$ cat src/rtl/pipe_pkg.sv
// pipe_pkg: shared state encoding, default geometry and payload field layout for pipeline stage registers
package pipe_pkg;

    typedef enum logic [1:0] {
        ST_EMPTY = 2'd0,
        ST_FULL  = 2'd1,
        ST_SKID  = 2'd2
    } state_e;

    localparam int DEF_LANES  = 2;
    localparam int DEF_DATA_W = 96;

    localparam int CTRL_OFF = 0;
    localparam int CTRL_W   = 16;
    localparam int SRCA_OFF = 16;
    localparam int SRCB_OFF = 48;
    localparam int SRC_W    = 32;
    localparam int DEST_OFF = 80;
    localparam int DEST_W   = 16;

    function automatic logic [1:0] occ_of(state_e s);
        return s == ST_SKID ? 2'd2 : s == ST_FULL ? 2'd1 : 2'd0;
    endfunction

endpackage

$ cat src/rtl/pipe_lane_slot.sv
// pipe_lane_slot: one lane-valid bit plus its payload, with load, kill and clear
module pipe_lane_slot
    import pipe_pkg::*;
#(
    parameter int DATA_W = DEF_DATA_W
) (
    input  logic              clock,
    input  logic              reset,
    input  logic              load_i,
    input  logic              clear_i,
    input  logic              kill_i,
    input  logic              lv_i,
    input  logic [DATA_W-1:0] data_i,
    output logic              lv_o,
    output logic [DATA_W-1:0] data_o
);

    logic              lv_q;
    logic [DATA_W-1:0] data_q;

    // clear drops only the valid bit; the payload is left as it was
    always_ff @(posedge clock) begin
        if (!reset) begin
            lv_q   <= 1'b0;
            data_q <= '0;
        end else begin
            lv_q <= !clear_i && (load_i ? lv_i : lv_q && !kill_i);
            if (load_i && !clear_i) data_q <= data_i;
        end
    end

    assign lv_o   = lv_q;
    assign data_o = data_q;

endmodule

$ cat src/rtl/pipe_stage_reg.sv
// pipe_stage_reg: elastic multi-lane pipeline register with 2-entry skid, flush and per-lane kill.
// Defining PIPE_STALL_CNT_EN adds the saturating stall_cnt output.
module pipe_stage_reg
    import pipe_pkg::*;
#(
    parameter int LANES  = DEF_LANES,
    parameter int DATA_W = DEF_DATA_W
`ifdef PIPE_STALL_CNT_EN
    ,
    parameter int CNT_W  = 16
`endif
) (
    input  logic                    clock,
    input  logic                    reset,
    input  logic                    flush,
    input  logic [LANES-1:0]        kill_mask,
    input  logic                    in_valid,
    output logic                    in_ready,
    input  logic [LANES-1:0]        in_lane_valid,
    input  logic [LANES*DATA_W-1:0] in_data,
    output logic                    out_valid,
    input  logic                    out_ready,
    output logic [LANES-1:0]        out_lane_valid,
    output logic [LANES*DATA_W-1:0] out_data,
    output logic [1:0]              occupancy
`ifdef PIPE_STALL_CNT_EN
    ,
    output logic [CNT_W-1:0]        stall_cnt
`endif
);

    state_e                  state_q, state_d;
    logic                    in_ready_q;
    logic [1:0]              occ_q;
    logic [LANES-1:0]        main_lv, skid_lv;
    logic [LANES*DATA_W-1:0] main_data, skid_data;
    logic                    accept, fire, main_live, skid_live;
    logic                    main_load, main_from_skid, main_clr, skid_load, skid_clr;

    assign out_lane_valid = main_lv & ~kill_mask;
    assign out_valid      = |out_lane_valid;
    assign out_data       = main_data;
    assign in_ready       = in_ready_q;
    assign occupancy      = occ_q;
    assign accept         = in_valid && in_ready_q && !flush && |in_lane_valid;
    assign fire           = out_valid && out_ready;
    assign main_live      = |(main_lv & ~kill_mask);
    assign skid_live      = |(skid_lv & ~kill_mask);

    always_comb begin
        state_d        = state_q;
        main_load      = 1'b0;
        main_from_skid = 1'b0;
        main_clr       = flush;
        skid_load      = 1'b0;
        skid_clr       = flush;
        if (flush) begin
            state_d = ST_EMPTY;
        end else begin
            case (state_q)
                ST_EMPTY: begin
                    main_load = accept;
                    state_d   = accept ? ST_FULL : ST_EMPTY;
                end
                ST_FULL: begin
                    // a dead main is overwritten rather than parked behind the skid
                    main_load = accept && (fire || !main_live);
                    skid_load = accept && !fire && main_live;
                    main_clr  = !accept && (fire || !main_live);
                    state_d   = skid_load ? ST_SKID : main_clr ? ST_EMPTY : ST_FULL;
                end
                ST_SKID: begin
                    main_load      = fire || !main_live;
                    main_from_skid = main_load;
                    skid_clr       = main_load;
                    state_d        = !main_load ? ST_SKID : skid_live ? ST_FULL : ST_EMPTY;
                end
                default: state_d = ST_EMPTY;
            endcase
        end
    end

    always_ff @(posedge clock) begin
        if (!reset) begin
            state_q    <= ST_EMPTY;
            in_ready_q <= 1'b1;
            occ_q      <= 2'd0;
        end else begin
            state_q    <= state_d;
            in_ready_q <= state_d != ST_SKID;
            occ_q      <= occ_of(state_d);
        end
    end

    for (genvar l = 0; l < LANES; l++) begin : g_lane
        pipe_lane_slot #(.DATA_W(DATA_W)) u_main (
            .clock  (clock),
            .reset  (reset),
            .load_i (main_load),
            .clear_i(main_clr),
            .kill_i (kill_mask[l]),
            .lv_i   (main_from_skid ? skid_lv[l] && !kill_mask[l] : in_lane_valid[l]),
            .data_i (main_from_skid ? skid_data[l*DATA_W +: DATA_W] : in_data[l*DATA_W +: DATA_W]),
            .lv_o   (main_lv[l]),
            .data_o (main_data[l*DATA_W +: DATA_W])
        );
        pipe_lane_slot #(.DATA_W(DATA_W)) u_skid (
            .clock  (clock),
            .reset  (reset),
            .load_i (skid_load),
            .clear_i(skid_clr),
            .kill_i (kill_mask[l]),
            .lv_i   (in_lane_valid[l]),
            .data_i (in_data[l*DATA_W +: DATA_W]),
            .lv_o   (skid_lv[l]),
            .data_o (skid_data[l*DATA_W +: DATA_W])
        );
    end

`ifdef PIPE_STALL_CNT_EN
    logic [CNT_W-1:0] stall_cnt_q;

    always_ff @(posedge clock) begin
        if (!reset) stall_cnt_q <= '0;
        else if (out_valid && !out_ready && !(&stall_cnt_q)) stall_cnt_q <= stall_cnt_q + 1'b1;
    end

    assign stall_cnt = stall_cnt_q;
`endif

endmodule

$ cat config.mk
export PLATFORM = sky130hd
export DESIGN_NAME = pipe_stage_reg
export DESIGN_NICKNAME = d
export VERILOG_FILES = /design/src/rtl/pipe_pkg.sv /design/src/rtl/pipe_lane_slot.sv /design/src/rtl/pipe_stage_reg.sv
export SDC_FILE = /design/constraint.sdc
export NUM_CORES = 1
export LEC_CHECK = 0
export CAP_MARGIN = 20
export CORE_MARGIN = 10
export CORE_UTILIZATION = 50
export CTS_CLUSTER_DIAMETER = 60
export DETAILED_ROUTE_END_ITERATION = 8
export PLACE_DENSITY = 0.82
export SLEW_MARGIN = 40
export SYNTH_ARGS = -nofsm -noshare
export SYNTH_HDL_FRONTEND = slang
export SYNTH_SLANG_ARGS = --single-unit
$ cat constraint.sdc
create_clock -name clock -period 3.2 [get_ports clock]
set_input_delay 0.64 -clock clock [delete_from_list [all_inputs] [get_ports clock]]
set_output_delay 0.64 -clock clock [all_outputs]
set_load 0.05 [all_outputs]
### Word-level counts from Yosys, hierarchy flattened

Cells that the tools add are included.

| storage, ports and cells | value |
|---|---|
| latch bits | 0 |
| memory bits (read-only) | 0 |
| flip-flop bits (word level) | 393 |
| memories kept | 0 |
| input bits | 201 |
| word-level logic and storage cells | 79 |
| output and inout port bits | 198 |
| RAM bits | 0 |

| operators by class | value |
|---|---|
| bitwise logic cells | 4 |
| multipliers | 0 |
| eq/ne operators | 5 |
| multiplexer cells | 26 |
| div/mod/pow operators | 0 |
| add/sub/neg operators | 0 |
| shift-type cells | 0 |
| reductions and logical operators | 32 |
| order comparisons | 0 |

Operators by type and width:

| kind | count |
|---|---|
| 96-bit 2-to-1 mux | 2 |
| 1-bit logical AND | 18 |
| 1-bit 2-to-1 mux | 18 |
| 1-bit logical NOT | 8 |
| 2-bit 2-to-1 mux | 4 |
| 2-bit OR reduction | 4 |
| 2-bit case mux with 3 select lines | 1 |
| 2-bit bitwise AND | 2 |
| 2-bit by 1-bit equality test with 1-bit output (second input constant) | 2 |
| 2-bit equality test (second input constant) | 2 |
| 1-bit case mux with 3 select lines | 1 |
| 2-bit logical NOT | 1 |
| 2-bit inequality test (second input constant) | 1 |
| 2-bit inverter | 1 |
| 1-bit logical OR | 1 |
| 1-bit inverter | 1 |

### Depth between registers and ports, before layout

| depth | value |
|---|---|
| depth in word-level cells | 13 |
| mapped depth | 9 |
| depth with buffers taken out | 5 |

### By module

A second synthesis with hierarchy kept.

| second synthesis, totals | value |
|---|---|
| cells, all modules | 1944 |
| area total of the unflattened synthesis | 17595.6 sq um |

Modules (own cells, without submodules):

| module | area an instance (sq um) | times used | cells each | seq. area each (sq um) |
|---|---|---|---|---|
| pipe_lane_slot | 3726.1 | 4 | 422 | 1941.9 |
| pipe_stage_reg | 2691.3 | 1 | 256 | 100.1 |

### Least setup slack after synthesis

No wires, ideal clock.

| path | value |
|---|---|
| kind | input -> register |
| from | input kill_mask[1] |
| to | register g_lane[0].u_main.data_q[67] |
| path buffers | 3 |
| cell stages on the path | 8 |
| path slack | 838 ps |
| arrival | 2228 ps |
| cells stage by stage | nand2b_1 nand2_1 a221oi_2 and2_1 buf_2 buf_4 buf_2 a211oi_1 |

| on the way | value |
|---|---|
| longest elaborated chain between the ends | 10 |
| elaborated cells between the ends (all ways) | 17 |

Ends and longest elaborated chain:

| item | RTL line | RTL |
|---|---|---|
| from (decl) | pipe_stage_reg.sv:16 | `input logic [LANES-1:0] kill_mask,` |
| 2-bit inverter * | pipe_stage_reg.sv:40 | `assign out_lane_valid = main_lv & ~kill_mask;` |
| 2-bit bitwise AND * | pipe_stage_reg.sv:40 |  |
| 2-bit OR reduction * | pipe_stage_reg.sv:41 | `assign out_valid = \|out_lane_valid;` |
| via out_valid | pipe_stage_reg.sv:21 | `output logic out_valid,` |
| 1-bit logical AND or 1-bit logical NOT (tied branches) | - |  |
| 1-bit logical OR * | pipe_stage_reg.sv:67, pipe_stage_reg.sv:69, pipe_stage_reg.sv:73 |  |
| 1-bit logical AND | pipe_stage_reg.sv:69 | `main_clr = !accept && (fire \|\| !main_live);` |
| 1-bit 2-to-1 mux | pipe_stage_reg.sv:60 | `case (state_q)` |
| 1-bit 2-to-1 mux | pipe_stage_reg.sv:57 | `if (flush) begin` |
| 1-bit logical NOT | pipe_lane_slot.sv:28 | `if (load_i && !clear_i) data_q <= data_i;` |
| 1-bit logical AND | pipe_lane_slot.sv:28 |  |
| to (signal assigned) | pipe_lane_slot.sv:28 |  |
| to (decl) | pipe_lane_slot.sv:19 | `logic [DATA_W-1:0] data_q;` |

Mark *: on every way through the listed nets, which the timed path passes. The rest lies on a longest branch.
A chain may end at the register's enable or synchronous reset.

### Final worst setup path

| path | value |
|---|---|
| from | input kill_mask[1] |
| to | register g_lane[0].u_main.data_q[79] |

| on the way | value |
|---|---|
| longest elaborated chain between the ends | 10 |
| elaborated cells between the ends (all ways) | 17 |

Ends and longest elaborated chain:

| item | RTL line |
|---|---|
| 2-bit inverter * | pipe_stage_reg.sv:40, pipe_stage_reg.sv:47 |
| 2-bit bitwise AND * | pipe_stage_reg.sv:40, pipe_stage_reg.sv:47 |
| 2-bit OR reduction * | pipe_stage_reg.sv:41, pipe_stage_reg.sv:47 |
| 1-bit logical AND or 1-bit logical NOT (tied branches) | - |
| 1-bit logical OR * | pipe_stage_reg.sv:67, pipe_stage_reg.sv:69, pipe_stage_reg.sv:73 |
| 1-bit logical AND | pipe_stage_reg.sv:69 |
| 1-bit 2-to-1 mux | pipe_stage_reg.sv:60 |
| 1-bit 2-to-1 mux | pipe_stage_reg.sv:57 |
| 1-bit logical NOT | pipe_lane_slot.sv:28 |
| 1-bit logical AND | pipe_lane_slot.sv:28 |

Every way passes the cells marked *; elsewhere a longest branch is shown, timed or not.

==> reports/metrics.csv <==
metric;value;unit
Die Wd;195;um
row cnt;63;
die height;195;um
weighted congestion at the end of routability-driven global placement;0.813;
mean instance size in the synthesized netlist;8.55;um2
Clock Latency Late Sink;0.54;ns
outcome;finished clean;
worst setup slack after placement;0.266;ns
fin crit share;76.7;%
share of the synthesized area in the top cell type;51.4;%
setup total negative slack;0;ns
total I/O pin count;399;
number of enable-type register cells in the synthesized netlist;0;
CTS tree;built;
worst setup margin;0.745;ns
post-detailed-route count of antenna-violating nets;0;
delay of the slowest cell on the worst path;0.52;ns
placeable core region;29900;um2
slew at the pin closest to its max-slew limit;0.633;ns
CP required;3.63;ns
clock transition time at the flip-flop clock pins of the worst setup and hold paths;0.06;ns
vias per std cell;6.00;
final setup violation count;0;
synth warn;0;
number of global-route vias before repair;14400;
total vias in the final route;15200;
max-capacitance violation count;0;
area enclosed by the die boundary;38000;um2
clock sinks;393;
global route overflow;0;
largest fanout of any net on the critical path;43;
number of synthesized register bits;393;
wire length after detailed routing;52400;um
H-Tree Depth;2;
share of the core filled with cells in the final layout;70.5;%
combined area of the multi-input logic cells;6580;um2
register area share after synthesis;51.4;%
type of the worst setup path;input pin to register;
number of nets in the finished design;2280;
number of endpoints with negative hold slack in the final report;0;
Critical Path, Cell by Cell;clkdlybuf4s50_1 -> nand2b_1 -> nand2_1 -> a221oi_4 -> buf_4 -> a21oi_1 -> a211oi_1;
DRC violations left;0;
CTS Buf Count;42;
area delta synth->final;37.6;%
total half-perimeter wirelength after legalization and detailed placement;33600;um
crit path time final;2.45;ns
Max rail drop VDD;0.469;mV
final number of max-transition violations;0;
Synth async-reset ratio;0;%
cell types with the highest counts after synthesis;sky130_fd_sc_hd__dfxtp_1 (393), sky130_fd_sc_hd__a21oi_1 (391), sky130_fd_sc_hd__nand2_1 (390);
fmax;0.407;GHz
Cell Pwr Density;545;nW/um2
Post-Route Skew;0.0248;ns
post-detailed-route wirelength per cell;20.8;um
wire length of the first global-routing pass;80500;um
number of post-CTS setup repair buffers;0;
class of the tightest hold or removal check;register to register;
post-synth cell types;30;
Synthesized Nets;1990;
most used standard cell by instance count after synthesis;sky130_fd_sc_hd__dfxtp_1;
count of cells resized by post-cts repair;0;
library cell contributing the largest single delay on the critical path;sky130_fd_sc_hd__buf_4;
maximum clock path buffer count;3;
starting density of the core;51.2;%
CP Launch Type;input pin;
dominant cells by area after synthesis;sky130_fd_sc_hd__dfxtp_1 (51%), sky130_fd_sc_hd__a21oi_1 (13%), sky130_fd_sc_hd__nand2_1 (9.6%);
Slew HR;57.8;%
RSZ-0062 raised after global routing;false;
cell type contributing the most total cell area after synthesis;sky130_fd_sc_hd__dfxtp_1;
port buffer count;398;
combined global-route utilization of all metal layers;25.3;%
number of fillers in the final layout;2244;
initial antenna violation count;22;
Power Total;0.0115;W
Sequential Area;7870;um2
Arrival @ worst endpoint;2.89;ns
DRC violation total after the first TritonRoute iteration;1429;
Clock Root Buffer;sky130_fd_sc_hd__clkbuf_16;
Post-synth top flop;sky130_fd_sc_hd__dfxtp_1;
number of buffers inserted by hold repair at cts;0;
ratio of cells with drive above 1 in the final layout;5.87;%
number of iterations in the first detailed-routing pass;5;
leakage dissipation;7.24;nW
Worst Setup End Kind;register;
cell area after synthesis;15300;um2
largest net degree at the start of global routing;113;
cells after synthesis;1789;
## flip-flops by register name, summed over array words and instances (netlist names)
| register | cells |
|---|---|
| occupancy | 2 |
| state_q | 2 |
| g_lane.u_skid.data_o | 192 |
| g_lane.u_skid.lv_o | 2 |
| g_lane.u_main.data_o | 192 |
| g_lane.u_main.lv_o | 2 |
| in_ready | 1 |
## layer usage
layer  share of wire (%)  vias to the layer above  global-route usage [%]
met1                  37                     7249                    29.5
met4                 5.2                        0                    15.1
li1                    -                     7066                       -
met5                   0                        -                       0
met2                  49                      690                    41.5
met3                 8.3                      149                    6.01
## final timing paths
| path | startpoint | end | slack [ns] | depth (start not counted) |
|---|---|---|---|---|
| hold / removal | g_lane[0].u_skid.data_o[56] | g_lane[0].u_skid.data_o[56] | 0.45 | 2 |
| setup / recovery | kill_mask[1] | g_lane[0].u_main.data_o[79] | 0.75 | 7 |
| hold reg to reg | g_lane[0].u_skid.data_o[56] | g_lane[0].u_skid.data_o[56] | 0.45 | 2 |
| setup reg to reg | state_q[1] | g_lane[0].u_main.data_o[79] | 1.00 | 6 |
## where the power goes
| group | switching [W] | leakage [nW] | internal [W] | total [W] |
|---|---|---|---|---|
| combinational | 0.000891 | 3.36 | 0.000595 | 0.00149 |
| clock | 0.00202 | 0.691 | 0.00288 | 0.00490 |
| sequential | 0.0000771 | 3.18 | 0.00501 | 0.00509 |
| total | 0.00299 | 7.24 | 0.00849 | 0.0115 |
## kinds of logic (layout without fill, tap and decap cells)
logic type / after synthesis / count (layout) / share of synthesized area [%]
AND/OR/NAND/NOR: 410 / 410 / 10.5
other: 0 / 22 / 0
AO/OA/AOI/OAI: 787 / 787 / 32.2
flip-flops: 393 / 393 / 51.4
buffers and inverters: 199 / 523 / 5.87
## area by class of cell
cell class	count	area share [%]
Sequential cell	393	37.4
Multi-Input combinational cell	1197	31.3
Timing Repair Buffer	439	22.0
Clock buffer	59	5.68
Tap cell	390	2.32
Clock inverter	19	1.00
Antenna cell	22	0.262
Inverter	6	0.143
## worst max-delay path: cells and delay by family
family	cells	cell delay, ns
simple gates	2	0.37
compound gates	3	0.85
buf+inv	2	1.00
## cells in the final DEF, fill, tap and decap left out, types with 2 or more instances in the layout
cell type and count:
sky130_fd_sc_hd__nand2b_1 4, sky130_fd_sc_hd__clkbuf_16 42, sky130_fd_sc_hd__inv_8 2, sky130_fd_sc_hd__inv_6 4, sky130_fd_sc_hd__clkbuf_8 8, sky130_fd_sc_hd__a211oi_1 194, sky130_fd_sc_hd__nand3_1 2, sky130_fd_sc_hd__clkdlybuf4s50_1 395
sky130_fd_sc_hd__buf_4 17, sky130_fd_sc_hd__bufinv_16 3, sky130_fd_sc_hd__inv_1 5, sky130_fd_sc_hd__clkbuf_1 9, sky130_fd_sc_hd__clkinvlp_4 2, sky130_fd_sc_hd__nor2b_1 3, sky130_fd_sc_hd__dfxtp_1 393, sky130_fd_sc_hd__a21oi_1 391
sky130_fd_sc_hd__o21ai_0 2, sky130_fd_sc_hd__buf_12 27, sky130_fd_sc_hd__diode_2 22, sky130_fd_sc_hd__clkinv_2 7, sky130_fd_sc_hd__o21a_1 2, sky130_fd_sc_hd__a22oi_1 194, sky130_fd_sc_hd__nand2_1 390
## stage by stage
stage / cell area, um2 / hold WS (ns) / std cells
2_1_floorplan: 15300 / 0.432 / 1789
3_3_place_gp: 19600 / 0.438 / 2425
3_5_place_dp: 19600 / 0.443 / 2425
4_1_cts: 21000 / 0.451 / 2503
5_1_grt: 21100 / 0.463 / 2525
6_report: 21100 / 0.451 / 2525
(Power assumes the default switching activity.)
